===== config.mk =====
export PLATFORM = sky130hd
export DESIGN_NAME = id_ex_stage
export DESIGN_NICKNAME = d
export VERILOG_FILES = /design/src/rtl/mips_pkg.sv /design/src/rtl/id_ex_stage_hazard_detect.sv /design/src/rtl/id_ex_stage.sv
export SDC_FILE = /design/constraint.sdc
export NUM_CORES = 1
export LEC_CHECK = 0
export ABC_AREA = 0
export CAP_MARGIN = 20
export CORE_AREA = 2 2 114 200
export CTS_CLUSTER_DIAMETER = 60
export CTS_CLUSTER_SIZE = 28
export DETAILED_ROUTE_END_ITERATION = 8
export DIE_AREA = 0 0 116 202
export PLACE_DENSITY = 0.7
export SLEW_MARGIN = 10
export SYNTH_ARGS = -nofsm -noshare
export SYNTH_HDL_FRONTEND = slang
export SYNTH_SLANG_ARGS = --single-unit

===== constraint.sdc =====
create_clock -name clk -period 5.2 [get_ports clk]
set_clock_uncertainty 0.15 [all_clocks]
set_input_delay 1.04 -clock clk [delete_from_list [all_inputs] [get_ports clk]]
set_output_delay 1.04 -clock clk [all_outputs]
set_load 0.05 [all_outputs]

===== src/rtl/mips_pkg.sv =====
// Shared MIPS pipeline types: ControlUnit bundle, NOP control word and opcodes.
// Also holds a helper that turns unknown control bits into zeros.
package mips_pkg;

    typedef struct packed {
        logic       RegDst;
        logic       Branch;
        logic       MemRead;
        logic       MemtoReg;
        logic [3:0] ALUOp;
        logic       MemWrite;
        logic       ALUSrc;
        logic       RegWrite;
    } ctrl_t;

    localparam int    CTRL_W   = $bits(ctrl_t);
    localparam ctrl_t CTRL_NOP = ctrl_t'(11'b000_0000_0000);

    localparam logic [5:0] OP_RTYPE = 6'b000000;
    localparam logic [5:0] OP_LW    = 6'b100011;
    localparam logic [5:0] OP_SW    = 6'b101011;

    // ControlUnit leaves RegDst/MemtoReg as x for stores; only a definite 1 survives.
    function automatic ctrl_t cleanCtrl(input ctrl_t c);
        logic [CTRL_W-1:0] bits;
        bits = c;
        for (int i = 0; i < CTRL_W; i++) begin
            bits[i] = (bits[i] === 1'b1);
        end
        return ctrl_t'(bits);
    endfunction

endpackage


===== src/rtl/id_ex_stage_hazard_detect.sv =====
// Load-use hazard compare between the load sitting in EX and the ID operands.
// A load targeting $zero never creates a dependency.
module hazard_detect
    import mips_pkg::*;
#(
    parameter int REG_AW = 5
) (
    input  logic              idValid,
    input  logic              exValid,
    input  logic              exMemRead,
    input  logic [REG_AW-1:0] exRt,
    input  logic [REG_AW-1:0] idRs,
    input  logic [REG_AW-1:0] idRt,
    output logic              hz
);

    logic rtNonZero_s;
    logic rtMatch_s;

    // Combinational dependency check.
    always_comb begin
        rtNonZero_s = (exRt != {REG_AW{1'b0}});
        rtMatch_s   = (exRt == idRs) || (exRt == idRt);
        hz          = idValid & exValid & exMemRead & rtNonZero_s & rtMatch_s;
    end

endmodule


===== src/rtl/id_ex_stage.sv =====
// ID/EX pipeline register: captures control and operands, inserts bubbles on
// load-use hazards or branch flush, freezes on MEM hold, counts bubbles.
module id_ex_stage
    import mips_pkg::*;
#(
    parameter int DATA_W = 32,
    parameter int REG_AW = 5,
    parameter int CNT_W  = 16
) (
    input  logic              clk,
    input  logic              rst,
    input  logic              id_valid,
    input  logic              id_RegDst,
    input  logic              id_Branch,
    input  logic              id_MemRead,
    input  logic              id_MemtoReg,
    input  logic              id_MemWrite,
    input  logic              id_ALUSrc,
    input  logic              id_RegWrite,
    input  logic [3:0]        id_ALUOp,
    input  logic [REG_AW-1:0] id_rs,
    input  logic [REG_AW-1:0] id_rt,
    input  logic [REG_AW-1:0] id_rd,
    input  logic [DATA_W-1:0] id_rs_data,
    input  logic [DATA_W-1:0] id_rt_data,
    input  logic [DATA_W-1:0] id_imm,
    input  logic [DATA_W-1:0] id_pc4,
    input  logic              ex_flush,
    input  logic              mem_hold,
    output logic              hz_stall,
    output logic              ex_valid,
    output logic              ex_RegDst,
    output logic              ex_Branch,
    output logic              ex_MemRead,
    output logic              ex_MemtoReg,
    output logic              ex_MemWrite,
    output logic              ex_ALUSrc,
    output logic              ex_RegWrite,
    output logic [3:0]        ex_ALUOp,
    output logic [REG_AW-1:0] ex_rs,
    output logic [REG_AW-1:0] ex_rt,
    output logic [REG_AW-1:0] ex_rd,
    output logic [DATA_W-1:0] ex_rs_data,
    output logic [DATA_W-1:0] ex_rt_data,
    output logic [DATA_W-1:0] ex_imm,
    output logic [DATA_W-1:0] ex_pc4,
    output logic [REG_AW-1:0] ex_wreg,
    output logic [CNT_W-1:0]  bubble_cnt
);

    localparam logic [CNT_W-1:0] CNT_MAX = {CNT_W{1'b1}};

    logic              exValid_r;
    ctrl_t             exCtrl_r;
    logic [REG_AW-1:0] exRs_r;
    logic [REG_AW-1:0] exRt_r;
    logic [REG_AW-1:0] exRd_r;
    logic [REG_AW-1:0] exWreg_r;
    logic [DATA_W-1:0] exRsData_r;
    logic [DATA_W-1:0] exRtData_r;
    logic [DATA_W-1:0] exImm_r;
    logic [DATA_W-1:0] exPc4_r;
    logic [CNT_W-1:0]  bubbleCnt_r;

    ctrl_t             idCtrlRaw_s;
    ctrl_t             idCtrl_s;
    logic [REG_AW-1:0] idWreg_s;
    logic              hz_s;
    logic              bubble_s;

    hazard_detect #(
        .REG_AW (REG_AW)
    ) u_hazard_detect (
        .idValid   (id_valid),
        .exValid   (exValid_r),
        .exMemRead (exCtrl_r.MemRead),
        .exRt      (exRt_r),
        .idRs      (id_rs),
        .idRt      (id_rt),
        .hz        (hz_s)
    );

    // Incoming control word (zeroed when ID is empty), destination select and stall.
    always_comb begin
        idCtrlRaw_s = '{RegDst:   id_RegDst,
                        Branch:   id_Branch,
                        MemRead:  id_MemRead,
                        MemtoReg: id_MemtoReg,
                        ALUOp:    id_ALUOp,
                        MemWrite: id_MemWrite,
                        ALUSrc:   id_ALUSrc,
                        RegWrite: id_RegWrite};
        if (id_valid) begin
            idCtrl_s = cleanCtrl(idCtrlRaw_s);
        end else begin
            idCtrl_s = CTRL_NOP;
        end
        if (idCtrl_s.RegDst) begin
            idWreg_s = id_rd;
        end else begin
            idWreg_s = id_rt;
        end
        // A taken branch redirects IF, so neither hazard nor hold may stall it.
        hz_stall = (hz_s | mem_hold) & ~ex_flush;
        bubble_s = ex_flush | (~mem_hold & hz_s);
    end

    // Pipeline register with flush > hold > hazard > load priority.
    always_ff @(posedge clk) begin
        if (rst || bubble_s) begin
            exValid_r  <= 1'b0;
            exCtrl_r   <= CTRL_NOP;
            exRs_r     <= {REG_AW{1'b0}};
            exRt_r     <= {REG_AW{1'b0}};
            exRd_r     <= {REG_AW{1'b0}};
            exWreg_r   <= {REG_AW{1'b0}};
            exRsData_r <= {DATA_W{1'b0}};
            exRtData_r <= {DATA_W{1'b0}};
            exImm_r    <= {DATA_W{1'b0}};
            exPc4_r    <= {DATA_W{1'b0}};
            if (rst) begin
                bubbleCnt_r <= {CNT_W{1'b0}};
            end else if (!ex_flush && (bubbleCnt_r != CNT_MAX)) begin
                bubbleCnt_r <= bubbleCnt_r + {{(CNT_W-1){1'b0}}, 1'b1};
            end else begin
                bubbleCnt_r <= bubbleCnt_r;
            end
        end else if (mem_hold) begin
            bubbleCnt_r <= bubbleCnt_r;
        end else begin
            exValid_r   <= id_valid;
            exCtrl_r    <= idCtrl_s;
            exRs_r      <= id_rs;
            exRt_r      <= id_rt;
            exRd_r      <= id_rd;
            exWreg_r    <= idWreg_s;
            exRsData_r  <= id_rs_data;
            exRtData_r  <= id_rt_data;
            exImm_r     <= id_imm;
            exPc4_r     <= id_pc4;
            bubbleCnt_r <= bubbleCnt_r;
        end
    end

    assign ex_valid    = exValid_r;
    assign ex_RegDst   = exCtrl_r.RegDst;
    assign ex_Branch   = exCtrl_r.Branch;
    assign ex_MemRead  = exCtrl_r.MemRead;
    assign ex_MemtoReg = exCtrl_r.MemtoReg;
    assign ex_MemWrite = exCtrl_r.MemWrite;
    assign ex_ALUSrc   = exCtrl_r.ALUSrc;
    assign ex_RegWrite = exCtrl_r.RegWrite;
    assign ex_ALUOp    = exCtrl_r.ALUOp;
    assign ex_rs       = exRs_r;
    assign ex_rt       = exRt_r;
    assign ex_rd       = exRd_r;
    assign ex_wreg     = exWreg_r;
    assign ex_rs_data  = exRsData_r;
    assign ex_rt_data  = exRtData_r;
    assign ex_imm      = exImm_r;
    assign ex_pc4      = exPc4_r;
    assign bubble_cnt  = bubbleCnt_r;

endmodule


After elaboration in Yosys (flattened, before gate mapping) --
Index checks and enable logic that the tools add are counted.
Word-level totals: memories 0, latch bits 0, flip-flop bits (word level) 176, bits in read-only memories 0, bits in writable memories 0, logic and storage cells 53, input bits 159
Cells by class: add/sub/neg operators 1, reduce and logical (&&, ||, !) cells 7, div/mod/pow operators 0, shifts and indexed selects 0, $lt $le $gt $ge 0, multiplexer cells 3, eq/ne operators 14, multipliers 0, bitwise operators 10
Operator list (count):
- $add 16x1->16 const B | 1
- $mux 16 | 1
- $ne 16x16->1 const B | 1
- $eqx 1x1->1 const B | 11
- $mux 11 | 1
- $eq 5x5->1 | 2
- $and 1x1->1 | 6
- $mux 5 | 1
- $reduce_bool 5->1 | 1
- $logic_or 1x1->1 | 2
- $not 1->1 | 2
- $or 1x1->1 | 2
- $reduce_and 2->1 | 1
- $reduce_bool 2->1 | 1
- $logic_and 1x1->1 | 1
- $logic_not 1->1 | 1

Longest topological paths before layout --
Gate-level depths: netlist of the first run.
depth after elaboration 8, gate-level depth with buffers 6, depth with buffers taken out 5

By module --
Synthesis of the first run repeated with hierarchy kept, for this count alone.
Unflattened totals: cell total of the unflattened synthesis 634, area, all modules 6675.2 µm²
By module, submodules not included:
- id_ex_stage | instances 1, area an instance 6546.3 µm², sequential area each 3683.5 µm², cells each 617
- hazard_detect | instances 1, area an instance 128.9 µm², sequential area each 0.0 µm², cells each 17

Worst setup path before layout of the first run --
No wires, ideal clock.
path type input to output, from in id_rs[3], to out hz_stall, path buffers 1, cell stages on the path 5, setup slack 1.720 ns, arrival time 2.290 ns, cell sequence xnor2_1 > nand3_1 > o22ai_2 > clkbuf_1 > a22o_1
Between the ends: cells in the longest elaborated chain, start to end 5
RTL lines:
- start: declaration | line id_ex_stage.sv:21 | input logic [REG_AW-1:0] id_rs,
- $eq 5x5->1 | line id_ex_stage_hazard_detect.sv:23 | rtMatch_s = (exRt == idRs) || (exRt == idRt);
- $logic_or 1x1->1 | line id_ex_stage_hazard_detect.sv:23
- $and 1x1->1 | line id_ex_stage_hazard_detect.sv:24 | hz = idValid & exValid & exMemRead & rtNonZero_s & rtMatch_s;
- $or 1x1->1 | line id_ex_stage.sv:104 | hz_stall = (hz_s | mem_hold) & ~ex_flush;
- $and 1x1->1 | line id_ex_stage.sv:104
- end: declaration | line id_ex_stage.sv:30 | output logic hz_stall,
Every way passes these cells.

Final worst setup path of the first run --
from in id_valid, to out hz_stall
Between the ends: cells in the longest elaborated chain, start to end 6
RTL lines:
- start: declaration | line id_ex_stage.sv:12 | input logic id_valid,
- $and 1x1->1 (4 in series) | line id_ex_stage_hazard_detect.sv:24
- $or 1x1->1 | line id_ex_stage.sv:104
- $and 1x1->1 | line id_ex_stage.sv:104
Every way passes these cells.

==> flow_summary.yaml, run 1 <==
run_status:
  status: "completed"
grt:
  grt_pass1_wl_mm: 38.8
  grtUsageTotal: 0.210
  grt_max_degree: 162
  grt_pass1_vias: 7063
  grt_overflow_total: 0
  antenna_found_initial: 2
logic_synthesis:
  ys_warn_count: 0
  synth_top_family_by_area: "compound AO/OA/AOI/OAI gates"
  synthMuxAreaShare: 0.00747
  post_synth.cell_area_avg_um2: 8.88
  synth_fp_nets: 1008
  synthAdderAreaFrac: 0.00166
  ys_types: 35
  synth_compound_area_frac: 0.302
  yosys.area_share.simple: 0.124
  synth.ff_latch_count: 176
  yosysSeqAreaShare: 0.489
  synth_xor_area_frac: 0.0244
  synth_area_um2: 7530
  syn_inst: 848
drt:
  drtIter0Drc: 671
  via_count: 7770
  wl_per_cell_um: 17.9
  drtPass1Iterations: 5
  postRouteAntennaNets: 0
  post-route-drc-count: 0
  routed_wl_mm: 25.7
  via_per_inst: 5.43
worst_setup_path:
  crit_type: "input pin to primary output"
  worst_path_max_delay_cell: "clkdlybuf4s50_1"
  cp-end-kind: "primary output"
  crit_fanout: 26
  rr_endpoint: "bubble_cnt[0]"
  critPathBufInv: 3
  rrSetupSlack_ps: 2280
  slowest_delay_ps: 460
  setup.worst_path.start_class: "input pin"
  r2r_cells: 5
  path_delay_family: "buffers and inverters"
  cp.required_ps: 4010
  regToRegStartpoint: "ex_rt[4]"
  critical_path_depth: 7
  crit_arrival_ps: 2520
  cp_cell_sequence: "clkdlybuf4s50_1 > buf_4 > and3_1 > o21ai_4 > nor2_1 > a22o_1 > buf_12"
  crit_start: "id_valid"
  crit_path_end: "hz_stall"
flow_run:
  cap_violations: 0
clock_network:
  numCtsBuffers: 17
  cts_buffer_depth: 2
  htreeDepth: 4
  cts-resized-gates: 0
  clock_latency_ps: 430
  root_buffer: "clkbuf_16"
  clkSinkCount: 176
  post_cts_buffers: 0
  cts.clk_slew.worst_paths_ps: 70
  ctsHoldBuffers: 0
  cts_tree: "built"
placed_design:
  io_buffers: 335
  place.gp.congestion: 0.834
  dp_slack_ps: 1330
  dp_hpwl_mm: 16.9
sta:
  rsz0062_at_grt: "false"
  tns_ps: 0
  slew_headroom: 0.354
  setup_viol: 0
  worst_slack_ps: 1490
  final-hold-violation-count: 0
  tightest_slew_ps: 969
  fmax_mhz: 270
  min_period_ps: 3710
  fin_crit_sh: 0.713
  slew_violations: 0
power:
  p_per_area_nw_per_um2: 314
  p_leak_nw: 3.86
  ir_drop_uv: 186
floorplan:
  core_region_area_um2: 21800
  die_y_um: 202
  dieArea_um2: 23400
  initial_core_util: 0.346
  rows: 72
  die_width_um: 116
  num_io_pins: 336
hold_path:
  hp-class: "flop to flop"
cells_and_area:
  drive_gt1_frac: 0.0424
  multiInputGateArea_um2: 3490
  fillerInstances: 2010
  area_delta_synth_final_pct: 54.7
  seq_area_um2: 3680
  final_util: 0.534
  nets: 1280
## metrics by stage
stage	hold slack [ps]	std cells	power [W]	cell area, µm²
after detailed placement	305	1397	0.00235	11000
after global routing	334	1430	0.00378	11700
after floorplan	622	848	0.00198	7530
after CTS	322	1429	0.00369	11600
final	318	1430	0.00366	11700
after global placement	297	1397	0.00234	11000
## placed cells by master (no fill, tap or decap), types with 3 or more instances in the layout
cell,instances
and3_1,12
buf_4,3
a22oi_1,16
xnor2_1,17
edfxtp_1,16
buf_12,6
nand4_1,6
nor4_1,4
nand2_1,153
o21ai_0,93
dfxtp_1,160
clkdlybuf4s50_1,334
o21ai_1,65
mux2_2,5
xor2_1,4
a32oi_1,144
nor2_1,13
or3_1,3
a21oi_1,13
nor3_1,3
nand3_1,16
bufinv_16,3
clkbuf_16,18
clkinv_4,3
## worst min path at each step
stage | startpoint | endpoint | slack, ps | depth (start not counted)
floorplan | ex_wreg[0] | ex_wreg[0] | 620 | 2
global placement | ex_rs_data[23] | ex_rs_data[23] | 300 | 2
detailed placement | ex_rs_data[23] | ex_rs_data[23] | 300 | 2
CTS | ex_pc4[22] | ex_pc4[22] | 320 | 2
global route | ex_pc4[22] | ex_pc4[22] | 330 | 2
finish | ex_rs_data[29] | ex_rs_data[29] | 320 | 2
## flip-flops by register name, indices dropped and copies added, names as in the netlist
register     count
ex_rd            5
ex_ALUOp         4
ex_RegWrite      1
ex_wreg          5
ex_rt            5
ex_imm          32
ex_MemtoReg      1
ex_rt_data      32
ex_Branch        1
ex_RegDst        1
ex_rs            5
ex_ALUSrc        1
ex_rs_data      32
ex_valid         1
ex_MemWrite      1
ex_MemRead       1
ex_pc4          32
bubble_cnt      16
## synthesized netlist by cell type
master | instances | area share
buf_1 | 4 | 0.0020
buf_2 | 9 | 0.0060
nor4_1 | 4 | 0.0033
nand4_1 | 6 | 0.0050
xnor2_1 | 17 | 0.020
dfxtp_1 | 160 | 0.43
and3_1 | 12 | 0.010
nor2b_1 | 1 | 0.00083
nand3_1 | 16 | 0.011
a22oi_1 | 16 | 0.016
a32oi_1 | 144 | 0.17
mux2_2 | 5 | 0.0075
nor2_1 | 13 | 0.0065
nand2_1 | 153 | 0.076
a22o_1 | 1 | 0.0012
a21o_1 | 1 | 0.0010
o21ai_0 | 93 | 0.062
buf_4 | 8 | 0.0080
a21oi_1 | 13 | 0.0086
or3_1 | 3 | 0.0025
nor3_1 | 3 | 0.0020
and4_1 | 2 | 0.0023
o22ai_2 | 1 | 0.0017
clkbuf_1 | 69 | 0.034
edfxtp_1 | 16 | 0.064
o21ai_1 | 65 | 0.043
and2_1 | 1 | 0.00083
or2_2 | 1 | 0.00083
or4_1 | 1 | 0.0010
o21ai_2 | 1 | 0.0012
nor3b_1 | 1 | 0.0010
nor3_2 | 1 | 0.0013
xor2_1 | 4 | 0.0046
ha_1 | 1 | 0.0017
inv_1 | 2 | 0.0010
## final cells by class
| type | count | share of cell area |
|---|---|---|
| Multi-Input combinational cell | 580 | 0.299 |
| Sequential cell | 176 | 0.316 |
| Timing Repair Buffer | 343 | 0.299 |
| Clock buffer | 19 | 0.0390 |
| Clock inverter | 13 | 0.0136 |
| Inverter | 2 | 0.000644 |
| Tap cell | 296 | 0.0318 |
| Antenna cell | 1 | 0.000215 |
## worst min-delay path: cells and delay by family, from the launching register on
family / cells / cell delay [ps]
compound gates: 2 / 110
flops: 1 / 320
## report_power, final
part | total [W] | internal, W | switching, W
logic | 0.000807 | 0.000309 | 0.000498
clock network | 0.00134 | 0.000785 | 0.000554
registers | 0.00151 | 0.00145 | 0.0000552
total | 0.00366 | 0.00255 | 0.00111
## cells by family after synthesis
| group | count (synthesis) |
|---|---|
| AO/OA/AOI/OAI | 335 |
| AND/OR/NAND/NOR | 218 |
| flip-flops | 176 |
| buffers and inverters | 92 |
| XOR/XNOR | 21 |
| multiplexers | 5 |
| adder cells (fa/ha/maj) | 1 |
## per-layer routing
layer,track usage,wire length (µm),vias up
met5,0,11,-
met2,0.351,13200,300
met1,0.244,9890,3639
met4,0.107,1040,2
li1,-,-,3773
met3,0.0537,1570,56
(Power assumes the default switching activity.)
==> inputs of run 2 (changes only) <==
--- a/config.mk
+++ b/config.mk
@@ -12,7 +12,7 @@
 export CTS_CLUSTER_SIZE = 28
 export DETAILED_ROUTE_END_ITERATION = 8
 export DIE_AREA = 0 0 116 202
-export PLACE_DENSITY = 0.7
+export PLACE_DENSITY = 0.73
 export SLEW_MARGIN = 10
 export SYNTH_ARGS = -nofsm -noshare
 export SYNTH_HDL_FRONTEND = slang
==> constraint.sdc (replaced) <==
create_clock -name clk -period 3.01 [get_ports clk]
set_clock_uncertainty 0.15 [all_clocks]
set_input_delay 0.602 -clock clk [delete_from_list [all_inputs] [get_ports clk]]
set_output_delay 0.602 -clock clk [all_outputs]
set_load 0.05 [all_outputs]
==> flow_summary.yaml, run 2 (synthesis gave the netlist of run 1 again) <==
run_status:
  status: "completed"
floorplan:
  num_io_pins: 336
  die_y_um: 202
  die_width_um: 116
  core_region_area_um2: 21800
  initial_core_util: 0.346
  rows: 72
  dieArea_um2: 23400
clock_network:
  numCtsBuffers: 17
  htreeDepth: 4
  cts.clk_slew.worst_paths_ps: 60
  root_buffer: "clkbuf_16"
  clkSinkCount: 176
  cts_tree: "built"
  clock_latency_ps: 450
  ctsHoldBuffers: 0
  cts-resized-gates: 0
  post_cts_buffers: 0
  cts_buffer_depth: 2
grt:
  grt_pass1_wl_mm: 39.0
  antenna_found_initial: 2
  grt_max_degree: 93
  grt_overflow_total: 0
  grt_pass1_vias: 7226
  grtUsageTotal: 0.211
worst_setup_path:
  setup.worst_path.start_class: "flop"
  cp-end-kind: "primary output"
  critPathBufInv: 1
  path_delay_family: "simple AND/OR/NAND/NOR gates"
  critical_path_depth: 5
  worst_path_max_delay_cell: "or4_1"
  r2r_cells: 5
  crit_type: "flop to primary output"
  crit_fanout: 5
  crit_arrival_ps: 2160
  slowest_delay_ps: 590
  cp.required_ps: 2260
  cp_cell_sequence: "or4_1 > o21ai_4 > nor2_1 > a22o_1 > buf_12"
cells_and_area:
  drive_gt1_frac: 0.0541
  nets: 1294
  fillerInstances: 1977
  final_cell_mix: "334 x clkdlybuf4s50_1, 160 x dfxtp_1, 153 x nand2_1"
  seq_area_um2: 3680
  multiInputGateArea_um2: 3490
  final_util: 0.539
  area_delta_synth_final_pct: 56.1
  layout_commonest_cell: "clkdlybuf4s50_1"
sta:
  fin_crit_sh: 0.969
  slew_violations: 0
  tns_ps: 0
  setup_viol: 0
  rsz0062_at_grt: "false"
  slew_headroom: 0.610
  tightest_slew_ps: 583
  final-hold-violation-count: 0
  min_period_ps: 2920
  timing.hold.ws_ps: 316
  fmax_mhz: 343
hold_path:
  hp-class: "flop to flop"
  min_path_cells: 2
power:
  p_per_area_nw_per_um2: 522
  p_leak_nw: 3.94
  ir_drop_uv: 328
placed_design:
  dp_hpwl_mm: 17.1
  place.gp.congestion: 0.797
  io_buffers: 335
drt:
  drtPass1Iterations: 6
  wl_per_cell_um: 17.5
  routed_wl_mm: 25.2
  drtIter0Drc: 680
  post-route-drc-count: 0
  via_per_inst: 5.42
  postRouteAntennaNets: 0
  via_count: 7810
flow_run:
  cap_violations: 0
[run 2: changes by cell type in the layout (fill, tap and decap cells not counted), sizes merged]
cell,before,now
buf,9,23
bufinv,3,1
clkbuf,19,23
clkinv,7,6
clkinvlp,1,0
inv,4,2
[run 2: worst paths after layout]
| check | startpoint | end | slack, ps |
|---|---|---|---|
| worst max-delay path | ex_rt[0] | hz_stall | 90 |
| worst min-delay path | ex_rs_data[26] | ex_rs_data[26] | 320 |
| worst max register to register | ex_rt[0] | ex_pc4[23] | 780 |
| worst min register to register | ex_rs_data[26] | ex_rs_data[26] | 320 |
[run 2: per-layer routing]
layer  routed length (µm)  vias to the layer above  GRT usage  part of all wire
met5                   13                        -          0           0.00052
met4                  931                        2      0.106             0.037
met3                 1610                       58     0.0537             0.064
met2                12900                      296      0.358              0.51
met1                 9760                     3665      0.242              0.39
li1                     -                     3789          -                 -
[run 2: power breakdown]
group          internal [W]  leakage (nW)  total [W]  switching (W)
Sequential          0.00251          1.48    0.00261      0.0000942
Clock               0.00121         0.281    0.00212       0.000912
Combinational      0.000551          2.18    0.00141       0.000857
[run 2: cell type report]
cell class                 instances  share of cell area
multi-input combinational        580               0.297
clock inverter                     7             0.00511
antenna                            1            0.000213
clock buffer                      23              0.0416
sequential                       176               0.313
inverter                           2            0.000639
tap                              296              0.0315
timing repair buffer             357               0.311
[run 2: worst min-delay path, delay by kind of cell (launching register included)]
| kind | cells | cell delay, ps |
|---|---|---|
| flip-flops | 1 | 320 |
| AO/OA/AOI/OAI | 2 | 110 |
[run 2: through the flow]
step / instance area (µm²) / worst slack [ps] / total power (W) / cells
floorplan: 7530 / 247 / 0.00342 / 848
global placement: 11200 / 215 / 0.00405 / 1411
detailed placement: 11200 / 229 / 0.00406 / 1411
CTS: 11800 / 45.6 / 0.00620 / 1441
global route: 11800 / 17.3 / 0.00637 / 1441
finish: 11800 / 93.1 / 0.00614 / 1442
